===== src/rtl/uart_rx_fifo.sv =====
// rtl/uart_rx_fifo.sv - UART receiver with parity/framing/break detection and a FWFT receive FIFO
module uart_rx_fifo #(
  parameter int CLK_HZ     = 50_000_000,
  parameter int BAUD       = 115_200,
  parameter int DATA_BITS  = 8,
  parameter int PARITY     = 0,
  parameter int FIFO_DEPTH = 16
) (
  input  logic                          clk,
  input  logic                          rst,
  input  logic                          uart_rxd,
  input  logic                          rx_en,
  output logic [DATA_BITS-1:0]          m_data,
  output logic                          m_valid,
  input  logic                          m_ready,
  output logic [$clog2(FIFO_DEPTH):0]   fifo_count,
  output logic                          frame_err,
  output logic                          parity_err,
  output logic                          rx_break,
  output logic                          overrun,
  input  logic                          err_clear
);

  localparam int CPB = CLK_HZ / BAUD;
  localparam int CW  = $clog2(CPB);
  localparam int AW  = $clog2(FIFO_DEPTH);
  localparam int BW  = $clog2(DATA_BITS + 1);

  localparam logic [CW-1:0] HALF_BIT = CW'(CPB / 2 - 1);
  localparam logic [CW-1:0] FULL_BIT = CW'(CPB - 1);
  localparam logic [BW-1:0] LAST_BIT = BW'(DATA_BITS - 1);
  localparam logic [AW:0]   DEPTH_C  = (AW + 1)'(FIFO_DEPTH);

  localparam logic [2:0] S_IDLE      = 3'd0;
  localparam logic [2:0] S_START     = 3'd1;
  localparam logic [2:0] S_DATA      = 3'd2;
  localparam logic [2:0] S_PAR       = 3'd3;
  localparam logic [2:0] S_STOP      = 3'd4;
  localparam logic [2:0] S_WAIT_HIGH = 3'd5;

  logic                 sync1, sync2, rxd_prev;
  logic [2:0]           state;
  logic [CW-1:0]        cnt;
  logic [BW-1:0]        bit_cnt;
  logic [DATA_BITS-1:0] shreg;
  logic                 par_bad;
  logic                 all_zero;

  logic                 stop_tick;
  logic                 push;
  logic                 pop;
  logic                 full;
  logic                 wr_ok;
  logic                 drop;

  logic [DATA_BITS-1:0] mem [FIFO_DEPTH];
  logic [AW-1:0]        wr_ptr, rd_ptr;
  logic [AW:0]          count;

  // Third flop only feeds start-edge detection; sampling uses sync2.
  always_ff @(posedge clk) begin
    if (rst) begin
      sync1    <= 1'b1;
      sync2    <= 1'b1;
      rxd_prev <= 1'b1;
    end else begin
      sync1    <= uart_rxd;
      sync2    <= sync1;
      rxd_prev <= sync2;
    end
  end

  assign stop_tick = (state == S_STOP) && (cnt == FULL_BIT);
  assign push      = stop_tick && sync2 && !par_bad;

  always_ff @(posedge clk) begin
    if (rst) begin
      state      <= S_IDLE;
      cnt        <= '0;
      bit_cnt    <= '0;
      shreg      <= '0;
      par_bad    <= 1'b0;
      all_zero   <= 1'b0;
      frame_err  <= 1'b0;
      parity_err <= 1'b0;
      rx_break   <= 1'b0;
    end else begin
      frame_err  <= 1'b0;
      parity_err <= 1'b0;
      rx_break   <= 1'b0;
      case (state)
        S_IDLE: begin
          cnt <= '0;
          if (rxd_prev && !sync2 && rx_en) begin
            state <= S_START;
          end
        end
        S_START: begin
          if (cnt == HALF_BIT) begin
            cnt      <= '0;
            bit_cnt  <= '0;
            par_bad  <= 1'b0;
            all_zero <= 1'b1;
            state    <= sync2 ? S_IDLE : S_DATA;
          end else begin
            cnt <= cnt + 1'b1;
          end
        end
        S_DATA: begin
          if (cnt == FULL_BIT) begin
            cnt      <= '0;
            shreg    <= {sync2, shreg[DATA_BITS-1:1]};
            all_zero <= all_zero & ~sync2;
            bit_cnt  <= bit_cnt + 1'b1;
            if (bit_cnt == LAST_BIT) begin
              state <= (PARITY != 0) ? S_PAR : S_STOP;
            end
          end else begin
            cnt <= cnt + 1'b1;
          end
        end
        S_PAR: begin
          if (cnt == FULL_BIT) begin
            cnt      <= '0;
            all_zero <= all_zero & ~sync2;
            // Odd parity wants the XOR of data and parity bit to be 1, even wants 0.
            par_bad  <= (^shreg) ^ sync2 ^ (PARITY == 1);
            state    <= S_STOP;
          end else begin
            cnt <= cnt + 1'b1;
          end
        end
        S_STOP: begin
          if (cnt == FULL_BIT) begin
            cnt <= '0;
            if (!sync2) begin
              rx_break  <= all_zero;
              frame_err <= !all_zero;
              state     <= S_WAIT_HIGH;
            end else begin
              parity_err <= par_bad;
              state      <= S_IDLE;
            end
          end else begin
            cnt <= cnt + 1'b1;
          end
        end
        S_WAIT_HIGH: begin
          cnt <= '0;
          if (sync2) begin
            state <= S_IDLE;
          end
        end
        default: begin
          state <= S_IDLE;
          cnt   <= '0;
        end
      endcase
    end
  end

  assign m_valid    = (count != '0);
  assign full       = (count == DEPTH_C);
  assign pop        = m_valid && m_ready;
  assign wr_ok      = push && (!full || pop);
  assign drop       = push && full && !pop;
  assign m_data     = mem[rd_ptr];
  assign fifo_count = count;

  always_ff @(posedge clk) begin
    if (rst) begin
      for (int i = 0; i < FIFO_DEPTH; i++) begin
        mem[i] <= '0;
      end
      wr_ptr  <= '0;
      rd_ptr  <= '0;
      count   <= '0;
      overrun <= 1'b0;
    end else begin
      if (wr_ok) begin
        mem[wr_ptr] <= shreg;
        wr_ptr      <= wr_ptr + 1'b1;
      end
      if (pop) begin
        rd_ptr <= rd_ptr + 1'b1;
      end
      case ({wr_ok, pop})
        2'b10:   count <= count + 1'b1;
        2'b01:   count <= count - 1'b1;
        default: count <= count;
      endcase
      // A drop in the same cycle as err_clear leaves overrun set.
      if (drop) begin
        overrun <= 1'b1;
      end else if (err_clear) begin
        overrun <= 1'b0;
      end
    end
  end

endmodule


===== config.mk =====
export PLATFORM = sky130hd
export DESIGN_NAME = uart_rx_fifo
export DESIGN_NICKNAME = d
export VERILOG_FILES = /design/src/rtl/uart_rx_fifo.sv
export SDC_FILE = /design/constraint.sdc
export NUM_CORES = 1
export LEC_CHECK = 0
export CAP_MARGIN = 15
export CORE_UTILIZATION = 50
export CTS_CLUSTER_DIAMETER = 80
export DETAILED_ROUTE_END_ITERATION = 10
export HOLD_SLACK_MARGIN = 0.1
export PLACE_DENSITY = 0.76
export SLEW_MARGIN = 20
export SYNTH_ARGS = -nofsm -noshare
export SYNTH_HDL_FRONTEND = slang
export SYNTH_SLANG_ARGS = --single-unit

===== constraint.sdc =====
create_clock -name clk -period 3.7 [get_ports clk]
set_input_delay 1.11 -clock clk [delete_from_list [all_inputs] [get_ports clk]]
set_output_delay 1.11 -clock clk [all_outputs]
set_load 0.03 [all_outputs]

==> summary.txt, run 1 <==
CTS
  – Post-CTS Hold Buffers: 0
  – CTS Sinks: between 150 and 200
  – Clk pin slew, worst setup/hold paths: roughly 70 ps
  – Total setup buffers inserted after CTS: 0
  – Clock Latency Late Sink: roughly 440 ps
  – CTS tree: done
  – CTS root buf: clkbuf_16
  – Maximum buffer depth of the clock tree: 2
  – Num CTS Buffers: 17
  – H-tree depth: 4

Finish
  – Area Growth Syn to Fin: 13.03%
  – Share of post-route cells with drive strength above 1: between 10 and 15%
  – Fillers: approximately 1.2k
  – Fin cells: roughly 900
  – N_diodes: 0
  – Most frequent cells in the layout: nor2_1, edfxtp_1, nand2_1
  – Nets: between 600 and 700
  – Final core utilization: 57.87%
  – Most common cell after layout, fill and taps aside: nor2_1

Setup path
  – R2R cell count: 11
  – Startpoint types: register
  – Arr. time, crit path: between 2000 and 2500 ps
  – Crit Path Max Fanout: 16
  – Crit-path slowest cell: mux4_2
  – Top Family by Delay on Critical Path: multiplexers
  – Most used cell, CP: mux4_2
  – RR Startpoint: cnt[0]
  – R2R setup slack: about 600 ps
  – Critical path class: register to output pin
  – Worst setup EP type: output pin
  – R2r endpoint: fifo_count[4]
  – Capture point of the worst path: m_data[6]
  – Largest stage delay on the critical path: between 500 and 600 ps
  – Worst EP required: about 2600 ps
  – WP depth: 4
  – WP buf/inv: 2
  – Cells along the critical path: buf_12, mux4_2, mux4_2, dlygate4sd2_1

Route
  – Post-route ant nets: 0
  – Drt wl/cell: between 20 and 25 um
  – Vias/cell: ~5.9
  – WL final: around 20 mm
  – Via count: 5355
  – Length of the first detailed-routing pass in iterations: 7
  – Initial detailed-routing violation count: 628
  – DRC errors left: 0

Synth
  – Syn nets: 675
  – Register bit total from synthesis: between 150 and 200
  – Async SR Flop Fraction: 0%
  – Number of flops mapped to enable cells by yosys: between 100 and 150
  – Post-synthesis instance total: 656
  – Post-Syn Area: 0.008103 mm^2
  – Register area share after synthesis: roughly 60%
  – Cell variety after synth: 59
  – Ys Warns: 0
  – Main synth FF type: edfxtp_1
  – Mean Syn Cell Area: 12.35 um^2

Power
  – Lkg Pwr: roughly 0.0030 uW
  – Highest ir drop seen on vdd: around 0.32 mV
  – Power per cell area: ~480 mW/mm^2

Global routing
  – Gr usage total: around 26%
  – Number of global-route vias before repair: between 5k and 6k
  – First-pass GRT wire length: about 30 mm
  – Pin count of the biggest net entering global routing: 47
  – Initial antenna violation count: 0
  – Grt total ovfl: 0

Timing
  – Final hold vios: 0
  – Worst Max-Slew Pin Slew: between 800 and 900 ps
  – Hold slack: between 400 and 500 ps
  – RSZ-0062 raised after global routing: false
  – Final setup viols: 0
  – F_max: 278.5 MHz
  – Sum of negative setup slack: 0 ps
  – Final min period: about 3600 ps
  – Worst Skew: ~13 ps
  – Fin crit share: 97.03%
  – Max-slew headroom: between 40% and 50%
  – Final Slew Violations: 0
  – Setup ws final: approximately 110 ps

Placement
  – Port Buffers: 23
  – DP Worst Slack: between 150 and 200 ps
  – RePlAce Congestion: about 0.91
  – Detail Placement HPWL: between 10 and 15 mm
  – Inst Count DP: a little under 900

Floorplanning
  – Initial core utilization: approximately half
  – Die Wd: between 100 and 150 um
  – Core area: roughly 0.016 mm^2
  – Die ar.: between 0.015 and 0.02 mm^2
  – Row count: 46
  – Ports: 24
  – Die height: between 100 and 150 um

Outcome
  – Status: finished, final reports clean

Hold path
  – Hold Path Depth: 1
  – Hold WC Path Type: register to register

Run
  – # Max-Cap Violations: 0
-- layer usage --
layer | global-route usage (%) | part of all wire, %
met5 | 2.941 | 0.32
met4 | 14.81 | 4.7
met3 | 6.936 | 8.6
met2 | 42.54 | 49
met1 | 29.58 | 37
-- layout make-up --
cell class | instances | area [um^2] | area share, %
clock buffer | 18 | 429.2 | 4.686
clock inverter | 14 | 130.1 | 1.421
inverter | 11 | 41.29 | 0.4508
multi-input combinational | 425 | 3047 | 33.27
sequential | 178 | 4846 | 52.91
tap | 216 | 270.3 | 2.951
timing repair buffer | 41 | 395.4 | 4.317
-- power by group --
group | total (uW) | internal [uW] | switching (uW)
Combinational | 370 | 166 | 204
Sequential | 2280 | 2220 | 62.7
Clock | 1720 | 934 | 785
-- flip-flops by register name, summed over array words and instances, names as in the netlist, named ones only --
| register | cells |
|---|---|
| parity_err | 1 |
| overrun | 1 |
| rxd_prev | 1 |
| shreg | 8 |
| par_bad | 1 |
| cnt | 9 |
| wr_ptr | 4 |
| sync1 | 1 |
| rd_ptr | 4 |
| fifo_count | 5 |
| bit_cnt | 4 |
| state | 3 |
| frame_err | 1 |
| sync2 | 1 |
| all_zero | 1 |
| mem | 128 |
| rx_break | 1 |
-- cells in the mapped netlist, types with 5 or more instances --
cell type | count | area [um^2]
ha_1 | 12 | 150.1
inv_1 | 10 | 37.54
a21oi_1 | 12 | 60.06
nor3_1 | 5 | 25.02
xor2_1 | 8 | 70.07
dfxtp_1 | 50 | 1001
edfxtp_1 | 128 | 3844
nand3_1 | 8 | 40.04
mux4_2 | 40 | 900.9
o21ai_0 | 6 | 30.03
nand2b_1 | 5 | 31.28
buf_2 | 14 | 70.07
nand2_1 | 54 | 202.7
xnor2_1 | 14 | 122.6
nor2_1 | 171 | 641.9
clkbuf_1 | 26 | 97.59
a21o_1 | 14 | 105.1
mux2i_1 | 13 | 130.1
-- worst min-delay path by stage --
stage               startpoint  endpoint
floorplan                sync1     sync2
CTS                      sync1     sync2
global route             sync1     sync2
detailed placement       sync1     sync2
global placement         sync1     sync2
finish                   sync1     sync2
-- cells by family (layout without fill, tap and decap cells) --
logic type                 count (synthesis)  count (layout)  synth area share (%)
AOI/OAI and AO/OA                         49              49                 4.216
xor gates and xnor gates                  23              23                 2.656
adders and majority gates                 13              13                 2.100
buffers and inverters                     53              84                 2.671
DFF                                      178             178                 59.79
muxes                                     54              54                 12.89
and+or+nand+nor                          286             286                 15.67
-- timing repair --
action                                  CTS  global route
hold endpoints to repair                  0             0
gates cloned                              0             1
endpoints found under the setup margin    6             3
resized for setup                         6             0
-- through the flow --
stage               power (uW)  area [um^2]
floorplan                 2576         8103
CTS                       4374         9134
finish                    4373         9159
detailed placement        2693         8582
global placement          2674         8582
global route              4505         9159
No activity file was read; power rests on OpenSTA's default activity.
==> run 2, diff against run 1 <==
--- a/config.mk
+++ b/config.mk
@@ -7,7 +7,6 @@
 export LEC_CHECK = 0
 export CAP_MARGIN = 15
 export CORE_UTILIZATION = 50
-export CTS_CLUSTER_DIAMETER = 80
 export DETAILED_ROUTE_END_ITERATION = 10
 export HOLD_SLACK_MARGIN = 0.1
 export PLACE_DENSITY = 0.76
==> results of run 2 <==
Same layout as run 1: the final DEF is identical, and so are final timing and power.
==> run 3, diff against run 2 <==
--- a/config.mk
+++ b/config.mk
@@ -5,9 +5,10 @@
 export SDC_FILE = /design/constraint.sdc
 export NUM_CORES = 1
 export LEC_CHECK = 0
-export CAP_MARGIN = 15
+export CAP_MARGIN = 20
 export CORE_UTILIZATION = 50
 export DETAILED_ROUTE_END_ITERATION = 10
+export GPL_TIMING_DRIVEN = 0
 export HOLD_SLACK_MARGIN = 0.1
 export PLACE_DENSITY = 0.76
 export SLEW_MARGIN = 20
==> run 3 against run 2 <==
Worst setup slack got worse by 35 ps. Wire length fell by 5.5%. Via count rose by 2.4%. Critical path type unchanged. Critical endpoint is now m_data[7]. Largest cell class unchanged. Highest routed layer is now met4.
==> summary.txt, run 3 (synthesized netlist as in run 1, its figures left out) <==
Outcome
  – Status: finished, final reports clean

CTS
  – Clk pin slew, worst setup/hold paths: ~70 ps
  – Clock Latency Late Sink: approximately 440 ps
  – H-tree depth: 4
  – Maximum buffer depth of the clock tree: 2
  – CTS Sinks: roughly 180
  – Total setup buffers inserted after CTS: 0
  – CTS tree: done
  – CTS root buf: clkbuf_16
  – Num CTS Buffers: 17

Global routing
  – Grt total ovfl: 0
  – Number of global-route vias before repair: approximately 5.5k
  – First-pass GRT wire length: around 30 mm
  – Initial antenna violation count: 0
  – Pin count of the biggest net entering global routing: 17
  – Gr usage total: 24.87%

Setup path
  – Largest stage delay on the critical path: between 500 and 600 ps
  – Crit Path Max Fanout: 10
  – R2R setup slack: between 300 and 400 ps
  – RR Startpoint: cnt[0]
  – Most used cell, CP: mux4_2
  – R2r endpoint: fifo_count[4]
  – Crit-path slowest cell: mux4_2
  – Worst setup EP type: output pin
  – WP depth: 4
  – Critical path class: register to output pin
  – Capture point of the worst path: m_data[7]
  – Arr. time, crit path: between 2000 and 3000 ps
  – WP buf/inv: 2
  – Cells along the critical path: buf_2, mux4_2, mux4_2, dlygate4sd2_1
  – Worst EP required: around 2600 ps
  – Top Family by Delay on Critical Path: multiplexers
  – R2R cell count: 10
  – Startpoint types: register

Finish
  – Number of flip-flops in the largest register: between 100 and 150
  – Most frequent cells in the layout: nor2_1, edfxtp_1, nand2_1
  – Multi-input logic area: about 0.0030 mm^2
  – Fillers: 1235
  – Nets: between 700 and 800
  – Largest Register: mem
  – Area Growth Syn to Fin: 13.13%
  – Most common cell after layout, fill and taps aside: nor2_1
  – Share of post-route cells with drive strength above 1: around 14%
  – N_diodes: 0
  – Top flop regs: mem x128, cnt x9, shreg x8
  – Seq. cell area: roughly 0.0048 mm^2

Route
  – Via count: roughly 5.5k
  – Vias/cell: about 6
  – Drt wl/cell: between 20 and 25 um
  – WL final: roughly 19 mm
  – Initial detailed-routing violation count: 550
  – Length of the first detailed-routing pass in iterations: 5
  – Post-route ant nets: 0
  – DRC errors left: 0

Placement
  – Port Buffers: 23
  – RePlAce Congestion: 0.8550
  – Detail Placement HPWL: around 14 mm
  – DP Worst Slack: -251.4 ps

Floorplanning
  – Row count: 46
  – Ports: 24
  – Die ar.: between 0.015 and 0.02 mm^2
  – Die height: 129.3 um
  – Core area: roughly 0.016 mm^2
  – Die Wd: 129.3 um
  – Initial core utilization: roughly half

Timing
  – F_max: 275.9 MHz
  – Final hold vios: 0
  – Worst Max-Slew Pin Slew: 746.8 ps
  – Final setup viols: 0
  – RSZ-0062 raised after global routing: false
  – Worst Skew: roughly 11 ps
  – Fin crit share: roughly 98%
  – Max-slew headroom: 49.75%
  – Setup ws final: 75.06 ps
  – Final Slew Violations: 0
  – Hold slack: about 420 ps
  – Final min period: between 3000 and 4000 ps

Power
  – Power per cell area: about 470 mW/mm^2
  – Tot Pwr: between 4000 and 5000 uW
  – Lkg Pwr: around 0.0030 uW
  – Highest ir drop seen on vdd: between 0.3 and 0.4 mV

Hold path
  – Hold Path Depth: 1
  – Hold WC Path Type: register to register

Run
  – # Max-Cap Violations: 0
==> run 3: cell types whose count changed in the layout (fill, tap and decap cells not counted), moves of 2 or more <==
| cell | before | now |
|---|---|---|
| buf_8 | 0 | 2 |
| buf_2 | 0 | 12 |
| clkbuf_1 | 1 | 24 |
| dlygate4sd2_1 | 6 | 8 |
| buf_4 | 17 | 0 |
| buf_1 | 0 | 2 |
| buf_12 | 2 | 0 |
==> run 3: worst min path at each step <==
stage	from	end	slack, ps
4_1_cts	sync1	sync2	420
6_report	sync1	sync2	420
5_1_grt	sync1	sync2	430
2_1_floorplan	sync1	sync2	390
3_3_place_gp	sync1	sync2	400
3_5_place_dp	sync1	sync2	400
==> run 3: worst register-to-register path: stages (launching register included) <==
cell       delay (ps)
dfxtp_1           420
ha_1              180
nand4bb_1         280
nor4_4            540
nor2_1            200
fa_1              440
a21o_1            180
a21oi_1           260
or4bb_1           530
a21oi_1           160
o31a_1            150
==> run 3: report_power, final <==
part	switching (uW)	internal [uW]
registers	42.4	2220
clock network	796	869
logic	221	163
==> run 3: final cells by class <==
type | instances | share of cell area [%]
tap | 216 | 2.948
buffer | 41 | 2.225
clock inverter | 13 | 1.147
clock buffer | 19 | 4.723
multi-input combinational | 425 | 33.21
timing repair buffer | 23 | 2.402
inverter | 11 | 0.4505
sequential | 178 | 52.89
==> run 3: stage by stage <==
stage                     area, um^2  TNS [ps]  util, %  std cells
after floorplan                 8103         0        -        656
after global placement          8603     -1991    54.36        895
after detailed placement        8603     -3903    54.36        895
after CTS                       9151         0    57.82        926
after global routing            9166         0    57.91        926
final                           9166         0    57.91        926
==> run 3: per-layer routing <==
layer  part of all wire [%]  up-vias  global-route usage, %
met5                      0        -                      0
met4                    4.1        0                  13.98
met3                    6.7       60                  4.955
met2                     51      286                  41.81
met1                     38     2708                  30.15
li1                       -     2428                      -
==> run 3: timing repair <==
action	in CTS	in global routing
gates cloned	0	0
hold buffers	0	0
gates resized for setup	18	7
endpoints found under the setup margin	8	8
